===== config.mk =====
export PLATFORM = sky130hd
export DESIGN_NAME = round_sequencer
export DESIGN_NICKNAME = d
export VERILOG_FILES = /design/src/rtl/reaction_pkg.sv /design/src/rtl/target_decode.sv /design/src/rtl/round_sequencer.sv
export SDC_FILE = /design/constraint.sdc
export NUM_CORES = 1
export LEC_CHECK = 0
export CAP_MARGIN = 20
export CORE_AREA = 2 2 97 146
export CTS_CLUSTER_SIZE = 40
export DETAILED_ROUTE_END_ITERATION = 6
export DIE_AREA = 0 0 99 148
export HOLD_SLACK_MARGIN = 0.03
export PLACE_DENSITY = 0.8
export SLEW_MARGIN = 20
export SYNTH_ARGS = -nofsm -noshare
export SYNTH_HDL_FRONTEND = slang
export SYNTH_HIERARCHICAL = 1
export SYNTH_SLANG_ARGS = --single-unit

===== constraint.sdc =====
create_clock -name clk -period 4.7 [get_ports clk]
set_input_delay 0.705 -clock clk [delete_from_list [all_inputs] [get_ports clk]]
set_output_delay 0.705 -clock clk [all_outputs]
set_load 0.02 [all_outputs]

===== src/rtl/reaction_pkg.sv =====
// Shared types and constants for the reaction-timer round sequencer.
// Latency: n/a (declarations only).
// Backpressure: n/a (declarations only).
package reaction_pkg;

    localparam int TIME_W  = 20;
    localparam int TOTAL_W = 24;
    localparam int LED_W   = 10;

    // Phase encodings; these are the values presented on the phase output.
    localparam logic [2:0] PH_IDLE      = 3'd0;
    localparam logic [2:0] PH_ARM       = 3'd1;
    localparam logic [2:0] PH_WAIT_USER = 3'd2;
    localparam logic [2:0] PH_RECORD    = 3'd3;
    localparam logic [2:0] PH_GAP       = 3'd4;
    localparam logic [2:0] PH_FOUL      = 3'd5;
    localparam logic [2:0] PH_FINISH    = 3'd6;

    typedef enum logic [2:0] {
        S_IDLE      = PH_IDLE,
        S_ARM       = PH_ARM,
        S_WAIT_USER = PH_WAIT_USER,
        S_RECORD    = PH_RECORD,
        S_GAP       = PH_GAP,
        S_FOUL      = PH_FOUL,
        S_FINISH    = PH_FINISH
    } state_t;

    localparam logic [TIME_W-1:0] BEST_INIT = 20'hFFFFF;
    localparam logic [LED_W-1:0]  LED_BLANK = '0;

    // Fold a 4-bit random nibble into the 0..9 switch range.
    function automatic logic [3:0] wrap_target(input logic [3:0] r);
        return (r >= 4'd10) ? (r - 4'd10) : r;
    endfunction

endpackage


===== src/rtl/target_decode.sv =====
// Decodes the target index into a one-hot LED pattern and classifies the switches.
// Latency: purely combinational.
// Backpressure: none.
// Ports: target (0..9), switch (10 user switches) -> led (one-hot target),
//        hit (exactly the target switch set), wrong (any non-target switch set).
module target_decode
    import reaction_pkg::*;
(
    input  logic [3:0]       target,
    input  logic [LED_W-1:0] switch,
    output logic [LED_W-1:0] led,
    output logic             hit,
    output logic             wrong
);

    // Out-of-range targets shift the bit off the top and give a blank display.
    assign led   = (target < 4'd10) ? (10'd1 << target) : LED_BLANK;
    assign hit   = (led != LED_BLANK) && (switch == led);
    assign wrong = |(switch & ~led);

endmodule


===== src/rtl/round_sequencer.sv =====
// Reaction-timer session sequencer: random delay, target LED, timing and score keeping.
// Latency: all outputs registered; state and results update one clock after the causing input.
// Backpressure: none; inputs are sampled every cycle, start is ignored in RECORD/GAP.
// Ports: clk, rst (async, active-high), start, switch, rand_num, count_bin in;
//        clreset (shared counter hold), led, phase, round_idx, last_time, best, total,
//        false_start, done out.
module round_sequencer
    import reaction_pkg::*;
#(
    parameter int          ROUNDS     = 5,
    parameter logic [19:0] TIMEOUT_MS = 20'd9999,
    parameter logic [14:0] MIN_DELAY  = 15'h0400
) (
    input  logic                clk,
    input  logic                rst,
    input  logic                start,
    input  logic [LED_W-1:0]    switch,
    input  logic [14:0]         rand_num,
    input  logic [TIME_W-1:0]   count_bin,
    output logic                clreset,
    output logic [LED_W-1:0]    led,
    output logic [2:0]          phase,
    output logic [2:0]          round_idx,
    output logic [TIME_W-1:0]   last_time,
    output logic [TIME_W-1:0]   best,
    output logic [TOTAL_W-1:0]  total,
    output logic                false_start,
    output logic                done
);

    state_t               state_q, state_d;
    logic [TIME_W-1:0]    delay_q;
    logic [3:0]           target_q;
    logic [TIME_W-1:0]    rec_time_q, rec_time_d;
    logic                 arm_entry;
    logic                 clear_results;
    logic                 wait_entry;
    logic                 clreset_d;
    logic                 sw_idle;
    logic                 timed_out;
    logic [LED_W-1:0]     dec_led;
    logic                 dec_hit;
    logic                 dec_wrong;
    logic [TOTAL_W:0]     sum_w;

    target_decode u_target_decode (
        .target (target_q),
        .switch (switch),
        .led    (dec_led),
        .hit    (dec_hit),
        .wrong  (dec_wrong)
    );

    assign sw_idle   = (switch == LED_BLANK);
    assign timed_out = (count_bin >= TIMEOUT_MS);
    assign phase     = state_q;

    always_comb begin
        state_d       = state_q;
        arm_entry     = 1'b0;
        clear_results = 1'b0;
        rec_time_d    = rec_time_q;
        case (state_q)
            S_IDLE, S_FINISH: begin
                if (start && sw_idle) begin
                    state_d       = S_ARM;
                    arm_entry     = 1'b1;
                    clear_results = 1'b1;
                end
            end
            S_FOUL: begin
                // Retrying after a foul continues the same session.
                if (start && sw_idle) begin
                    state_d   = S_ARM;
                    arm_entry = 1'b1;
                end
            end
            S_ARM: begin
                if (start) begin
                    state_d   = S_ARM;
                    arm_entry = 1'b1;
                end else if (!sw_idle) begin
                    state_d = S_FOUL;
                end else if (!clreset && (count_bin == delay_q)) begin
                    state_d = S_WAIT_USER;
                end
            end
            S_WAIT_USER: begin
                if (start) begin
                    state_d   = S_ARM;
                    arm_entry = 1'b1;
                end else if (dec_wrong) begin
                    state_d = S_FOUL;
                end else if (dec_hit) begin
                    state_d    = S_RECORD;
                    rec_time_d = timed_out ? TIMEOUT_MS : count_bin;
                end else if (timed_out) begin
                    state_d    = S_RECORD;
                    rec_time_d = TIMEOUT_MS;
                end
            end
            S_RECORD: begin
                state_d = S_GAP;
            end
            S_GAP: begin
                if (sw_idle) begin
                    if (round_idx == 3'(ROUNDS)) begin
                        state_d = S_FINISH;
                    end else begin
                        state_d   = S_ARM;
                        arm_entry = 1'b1;
                    end
                end
            end
            default: begin
                state_d = S_IDLE;
            end
        endcase

        wait_entry = (state_d == S_WAIT_USER) && (state_q != S_WAIT_USER);

        // The counter runs only while settled in ARM or WAIT_USER; every entry
        // into either holds it for one cycle so timing starts from zero.
        clreset_d = 1'b1;
        if (((state_d == S_ARM) && !arm_entry) ||
            ((state_d == S_WAIT_USER) && !wait_entry)) begin
            clreset_d = 1'b0;
        end
    end

    // Saturating accumulate; the carry bit flags overflow of the 24-bit total.
    assign sum_w = {1'b0, total} + {5'd0, rec_time_q};

    always_ff @(posedge clk or posedge rst) begin
        if (rst) begin
            state_q     <= S_IDLE;
            delay_q     <= '0;
            target_q    <= '0;
            rec_time_q  <= '0;
            clreset     <= 1'b1;
            led         <= LED_BLANK;
            false_start <= 1'b0;
            done        <= 1'b0;
        end else begin
            state_q     <= state_d;
            rec_time_q  <= rec_time_d;
            clreset     <= clreset_d;
            led         <= (state_d == S_WAIT_USER) ? dec_led : LED_BLANK;
            false_start <= (state_d == S_FOUL);
            done        <= (state_d == S_FINISH);
            if (arm_entry) begin
                delay_q  <= {5'd0, rand_num | MIN_DELAY};
                target_q <= wrap_target(rand_num[3:0]);
            end
        end
    end

    // Session results: cleared on a fresh session, updated during the single RECORD cycle.
    always_ff @(posedge clk or posedge rst) begin
        if (rst) begin
            round_idx <= '0;
            last_time <= '0;
            total     <= '0;
            best      <= BEST_INIT;
        end else if (clear_results) begin
            round_idx <= '0;
            last_time <= '0;
            total     <= '0;
            best      <= BEST_INIT;
        end else if (state_q == S_RECORD) begin
            round_idx <= round_idx + 3'd1;
            last_time <= rec_time_q;
            total     <= sum_w[TOTAL_W] ? {TOTAL_W{1'b1}} : sum_w[TOTAL_W-1:0];
            if (rec_time_q < best) begin
                best <= rec_time_q;
            end
        end
    end

endmodule


## Yosys cells after proc, flatten, opt, wreduce, memory -nomap -nowiden

Cells that the tools add are included.

| word-level totals | value |
|---|---|
| bits in registers | 122 |
| input port bits | 48 |
| output and inout bits | 83 |

| cells by class | value |
|---|---|
| add/subtract/negate cells | 3 |
| magnitude comparators | 4 |
| eq/ne operators | 14 |
| shift-type cells | 1 |
| muxes and demuxes | 34 |
| bitwise logic cells | 4 |
| reduce and logical (&&, ||, !) cells | 22 |

Operator list:

| cell | count |
|---|---|
| 20-bit two-way mux | 8 |
| 24-bit two-way mux | 3 |
| 3-bit two-way mux | 12 |
| 24-bit by 20-bit adder with 25-bit output | 1 |
| 20-bit by 15-bit equality test with 1-bit output | 1 |
| 20-bit by 14-bit greater-or-equal comparator with 1-bit output (second input constant) | 1 |
| 20-bit < comparator | 1 |
| 10-bit two-way mux | 2 |
| 3-bit equality test (second input constant) | 6 |
| 3-bit case mux with 5 select lines | 1 |
| 10-bit AND | 1 |
| 10-bit equality test | 1 |
| 10-bit logical NOT | 1 |
| 10-bit inverter | 1 |
| 10-bit nonzero test | 1 |
| 10-bit OR reduction | 1 |
| 1-bit by 4-bit << shifter with 10-bit output (first input constant) | 1 |
| 3-bit by 2-bit equality test with 1-bit output (second input constant) | 3 |
| 3-bit by 1-bit equality test with 1-bit output (second input constant) | 2 |
| 1-bit logical AND | 6 |
| 1-bit two-way mux | 6 |
| 2-bit nonzero test | 3 |
| 4-bit greater-or-equal comparator (second input constant) | 1 |
| 4-bit < comparator (second input constant) | 1 |
| other kinds (13) | 17 |

## Depth between registers and ports, before layout

| logic depth | value |
|---|---|
| depth after elaboration | 14 |
| depth in mapped cells | 12 |
| depth with buffers taken out | 11 |

## By module

Netlist, hierarchy kept.

By module, submodules not included:

| module | times used | cells each | area each (µm²) | sequential area each (µm²) |
|---|---|---|---|---|
| round_sequencer | 1 | 671 | 6568.8 | 3054.2 |
| target_decode | 1 | 54 | 389.1 | 0.0 |

## Least setup slack after synthesis

OpenSTA, ideal clock, no wires.

| timing | value |
|---|---|
| path type | input -> register |
| from | input port switch[7] |
| to | register best[10] |
| setup time | 0.100 ns |
| arrival | 2.972 ns |
| setup slack | 1.628 ns |
| cell stages on the path | 9 |
| cell sequence | or4_1 -> nor4_4 -> nand4_1 -> and2_1 -> buf_2 -> nor4_2 -> buf_2 -> buf_4 -> o211ai_1 |

| on the way | value |
|---|---|
| word-level cells in the longest chain between the ends | 6 |
| elaborated cells on any way between the ends | 8 |
| those cells by class | mux (3); reduce/logical (5) |

RTL lines:

| item | RTL line | RTL |
|---|---|---|
| from (decl) | round_sequencer.sv:17 | `input logic [LED_W-1:0] switch,` |
| 10-bit logical NOT (*) | round_sequencer.sv:54 | `assign sw_idle = (switch == LED_BLANK);` |
| 1-bit logical AND (*) | round_sequencer.sv:65 | `if (start && sw_idle) begin` |
| 1-bit two-way mux (*) | round_sequencer.sv:65 |  |
| 1-bit two-way mux (*) | round_sequencer.sv:63 | `case (state_q)` |
| 2-bit nonzero test (no line) | n/a |  |
| 2-bit AND reduction (no line) | n/a |  |
| to (signal assigned) | round_sequencer.sv:175 | `best <= rec_time_q;` |
| to (decl) | round_sequencer.sv:25 | `output logic [TIME_W-1:0] best,` |

Mark *: on every way between the ends. The rest lies on a longest branch, timed or not.
A chain may end at the register's enable or synchronous reset.

## Worst setup path after layout

| timing | value |
|---|---|
| from | input port switch[7] |
| to | register best[5] |

The elaborated chain is that of the path after synthesis.

==> results.yml <==
outcome:
  status: "completed"
setup_path:
  critical_path_class: "in2reg"
  crit_path_end_kind: "register"
  cp_slowest_cell: "or4_1"
  crit_start: "switch[7]"
  timing.critical_path.mode_cell: "nor4_4"
  start_kind: "primary input"
  critPathRequiredTime_ns: 5.04
  path_cells: "clkdlybuf4s50_1 -> or4_1 -> nor4_4 -> nand4_1 -> and2_1 -> nor4_4 -> buf_4 -> nand2_1 -> o211ai_1"
  crit_fanout: 22
  arrival_ns: 3.81
  r2r-start: "target_q[0]"
  critPathMaxStageDelay_ns: 0.58
clocking:
  clk_pin_slew_ns: 0.06
  cts-htree-levels: 4
  clock_path_buffers: 2
  cts.repair.resized: 0
  cts_tree: "done"
  cts_sinks: 121
  clock_insertion_delay_worst_skew_ns: 0.42
  cts_root_buf: "clkbuf_16"
  numCtsBuffers: 17
  cts_hold_buffers: 0
  post_cts_buffers: 0
global_routing:
  grt_pass1_wl_um: 31600
  antenna_found_initial: 0
  grt_pass1_vias: 6352
  grt_usage: 0.274
  grt_max_degree: 60
  gr-total-overflow: 0
timing:
  hold_viol: 0
  slew_headroom: 0.505
  worst_pin_slew_ns: 0.743
  min_period_ns: 3.47
  finalCritPeriodShare: 0.739
  rsz0062_at_grt: "false"
  slew_viol_final: 0
  final.setup.tns_ns: 0
  fin_worst_skew_ns: 0.00875
  finalSetupViolCount: 0
  fmax_mhz: 288
pwr:
  p_sw_frac: 0.258
  power.switching_uw: 745
  leakage_uw: 0.00393
  p_int_uw: 2150
  p_clk_frac: 0.492
  power.density_mw_per_mm2: 320
  pwr-share-comb: 0.108
  seqPwrFrac: 0.400
  irDropWorstVdd_v: 0.000359
route:
  antenna_left: 0
  via_count: 6106
  wire_per_inst_um: 19.0
  finalWirelength_um: 19300
  initialDrtViolationCount: 369
  routed_via_density: 5.98
  dr.pass1.iters: 5
  drc_errors: 0
synthesis:
  synth_edf_count: 0
  synth_cells: 725
  synth-seq-cells: 121
  synth_nets: 826
  yosysUniqueCellTypes: 60
  syn_avg_cell_area_um2: 9.60
  synth_area_mm2: 0.00696
  async_flop_share: 1.00
  yosysWarningCount: 6
  dominantRegCellSynth: "dfrtp_1"
  synth-seq-area-share: 0.439
floorplanning:
  ios: 131
  core_area_mm2: 0.0133
  die_y_um: 148
  num_rows: 52
  initial_utilization: 0.522
  fp.dieArea_mm2: 0.0147
  die_w_um: 99
worst_hold_path:
  worstHoldStart: "last_time[1]"
  hold_class: "reg2reg"
layout:
  final_cell_area_mm2: 0.00902
  num_antenna_cells: 0
  layout.nets: 947
  syn2layout_area_growth_pct: 29.6
  drive_gt1_frac: 0.102
job:
  drv_cap: 0
place:
  gp_congestion: 0.895
  place_area_mm2: 0.00837
  io_buffer_count: 129
  dp.final_hpwl_um: 13900
-- registers in the layout (all words and copies together) (netlist names) --
signal	cells
false_start	1
clreset	1
best	20
rec_time_q	20
last_time	20
led	10
round_idx	3
total	24
phase	3
done	1
delay_q	14
target_q	4
-- final timing paths --
path | depth (start not counted) | end | slack (ns)
max in group asynchronous | 3 | best[3] | 2.97
min | 2 | last_time[1] | 0.49
min reg2reg | 2 | last_time[1] | 0.49
max | 9 | best[5] | 1.23
max reg2reg | 9 | led[5] | 1.38
min in group asynchronous | 2 | total[19] | 0.76
-- synthesized netlist by cell type (5+ instances only) --
master / instances / area share
a21oi_1: 63 / 0.045
o21ai_0: 43 / 0.031
o21a_1: 5 / 0.0054
ha_1: 52 / 0.094
o211ai_1: 25 / 0.027
a21o_1: 12 / 0.013
buf_2: 6 / 0.0043
a22o_1: 24 / 0.030
and2_1: 18 / 0.016
nand3_1: 15 / 0.011
mux2_2: 13 / 0.021
dfrtp_1: 100 / 0.36
nand2b_1: 13 / 0.012
xor2_1: 9 / 0.011
nor3_1: 10 / 0.0072
dfstp_2: 21 / 0.079
clkbuf_1: 23 / 0.012
inv_1: 33 / 0.018
nor2b_1: 7 / 0.0063
nand4_1: 12 / 0.011
nand2_1: 82 / 0.044
xnor2_1: 21 / 0.026
a31oi_1: 14 / 0.013
nor2_1: 40 / 0.022
-- final cells by class --
type                       count  area, µm²
clock buffer                  17        425
clock inverter                15        214
fill                        1008       4320
inverter                      34        130
multi-input combinational    535       3640
sequential                   121       3050
tap                          162        203
timing repair buffer         137       1350
-- power by group through the flow --
stage	logic (µW)	registers, µW	clock network (µW)
final	312	1160	1420
after detailed placement	307	1170	0
after CTS	311	1160	1430
after floorplan	207	1150	0
after global placement	291	1170	0
after global routing	348	1160	1480
-- layer usage --
metal / vias to the layer above / global-route usage / wire (µm)
met5: - / 0 / 0
met4: 0 / 0.155 / 976
met3: 70 / 0.0624 / 1050
met2: 260 / 0.492 / 10400
met1: 2913 / 0.290 / 6970
li1: 2863 / - / -
-- through the flow --
step | hold slack, ns | std cells | util | power [µW] | setup slack [ns]
floorplan | 0.444 | 725 | - | 1360 | 0.816
global placement | 0.470 | 989 | 0.628 | 1460 | 0.917
detailed placement | 0.479 | 989 | 0.628 | 1480 | 0.838
CTS | 0.493 | 1021 | 0.676 | 2900 | 1.26
global route | 0.516 | 1021 | 0.676 | 2990 | 1.03
finish | 0.489 | 1021 | 0.676 | 2890 | 1.23
-- cells in the final DEF, fill, tap and decap left out, drive strengths merged, types with 4 or more instances in the layout --
| master | instances |
|---|---|
| a21oi | 63 |
| and2 | 18 |
| a21o | 12 |
| inv | 39 |
| nand2b | 14 |
| nand2 | 82 |
| bufinv | 4 |
| ha | 52 |
| clkinv | 5 |
| a31oi | 14 |
| o211ai | 25 |
| nor2b | 7 |
| dfrtp | 100 |
| nand4 | 12 |
| nand3 | 15 |
| nor2 | 40 |
| o21a | 5 |
| xor2 | 9 |
| buf | 8 |
| clkdlybuf4s50 | 129 |
| dfstp | 21 |
| o21ai | 45 |
| a22o | 24 |
| xnor2 | 21 |
| nor3b | 4 |
| clkbuf | 17 |
| nor3 | 10 |
| nor4 | 8 |
| mux2 | 13 |
-- critical path: cells and delay by family --
| family | cells | cell delay [ns] |
|---|---|---|
| and+or+nand+nor | 6 | 2.20 |
| buffers and inverters | 2 | 0.79 |
| AOI/OAI and AO/OA | 1 | 0.12 |
-- kinds of logic (layout without fill, tap and decap cells) --
family          after synthesis  in the layout  synth area share
compound gates              211            211             0.193
xor+xnor                     30             30            0.0378
fa+ha+maj                    53             53            0.0964
buf+inv                      69            203            0.0415
flops                       121            121             0.439
mux                          16             16            0.0254
simple gates                225            225             0.167
Note: power is estimated with default switching activity, not from simulation.
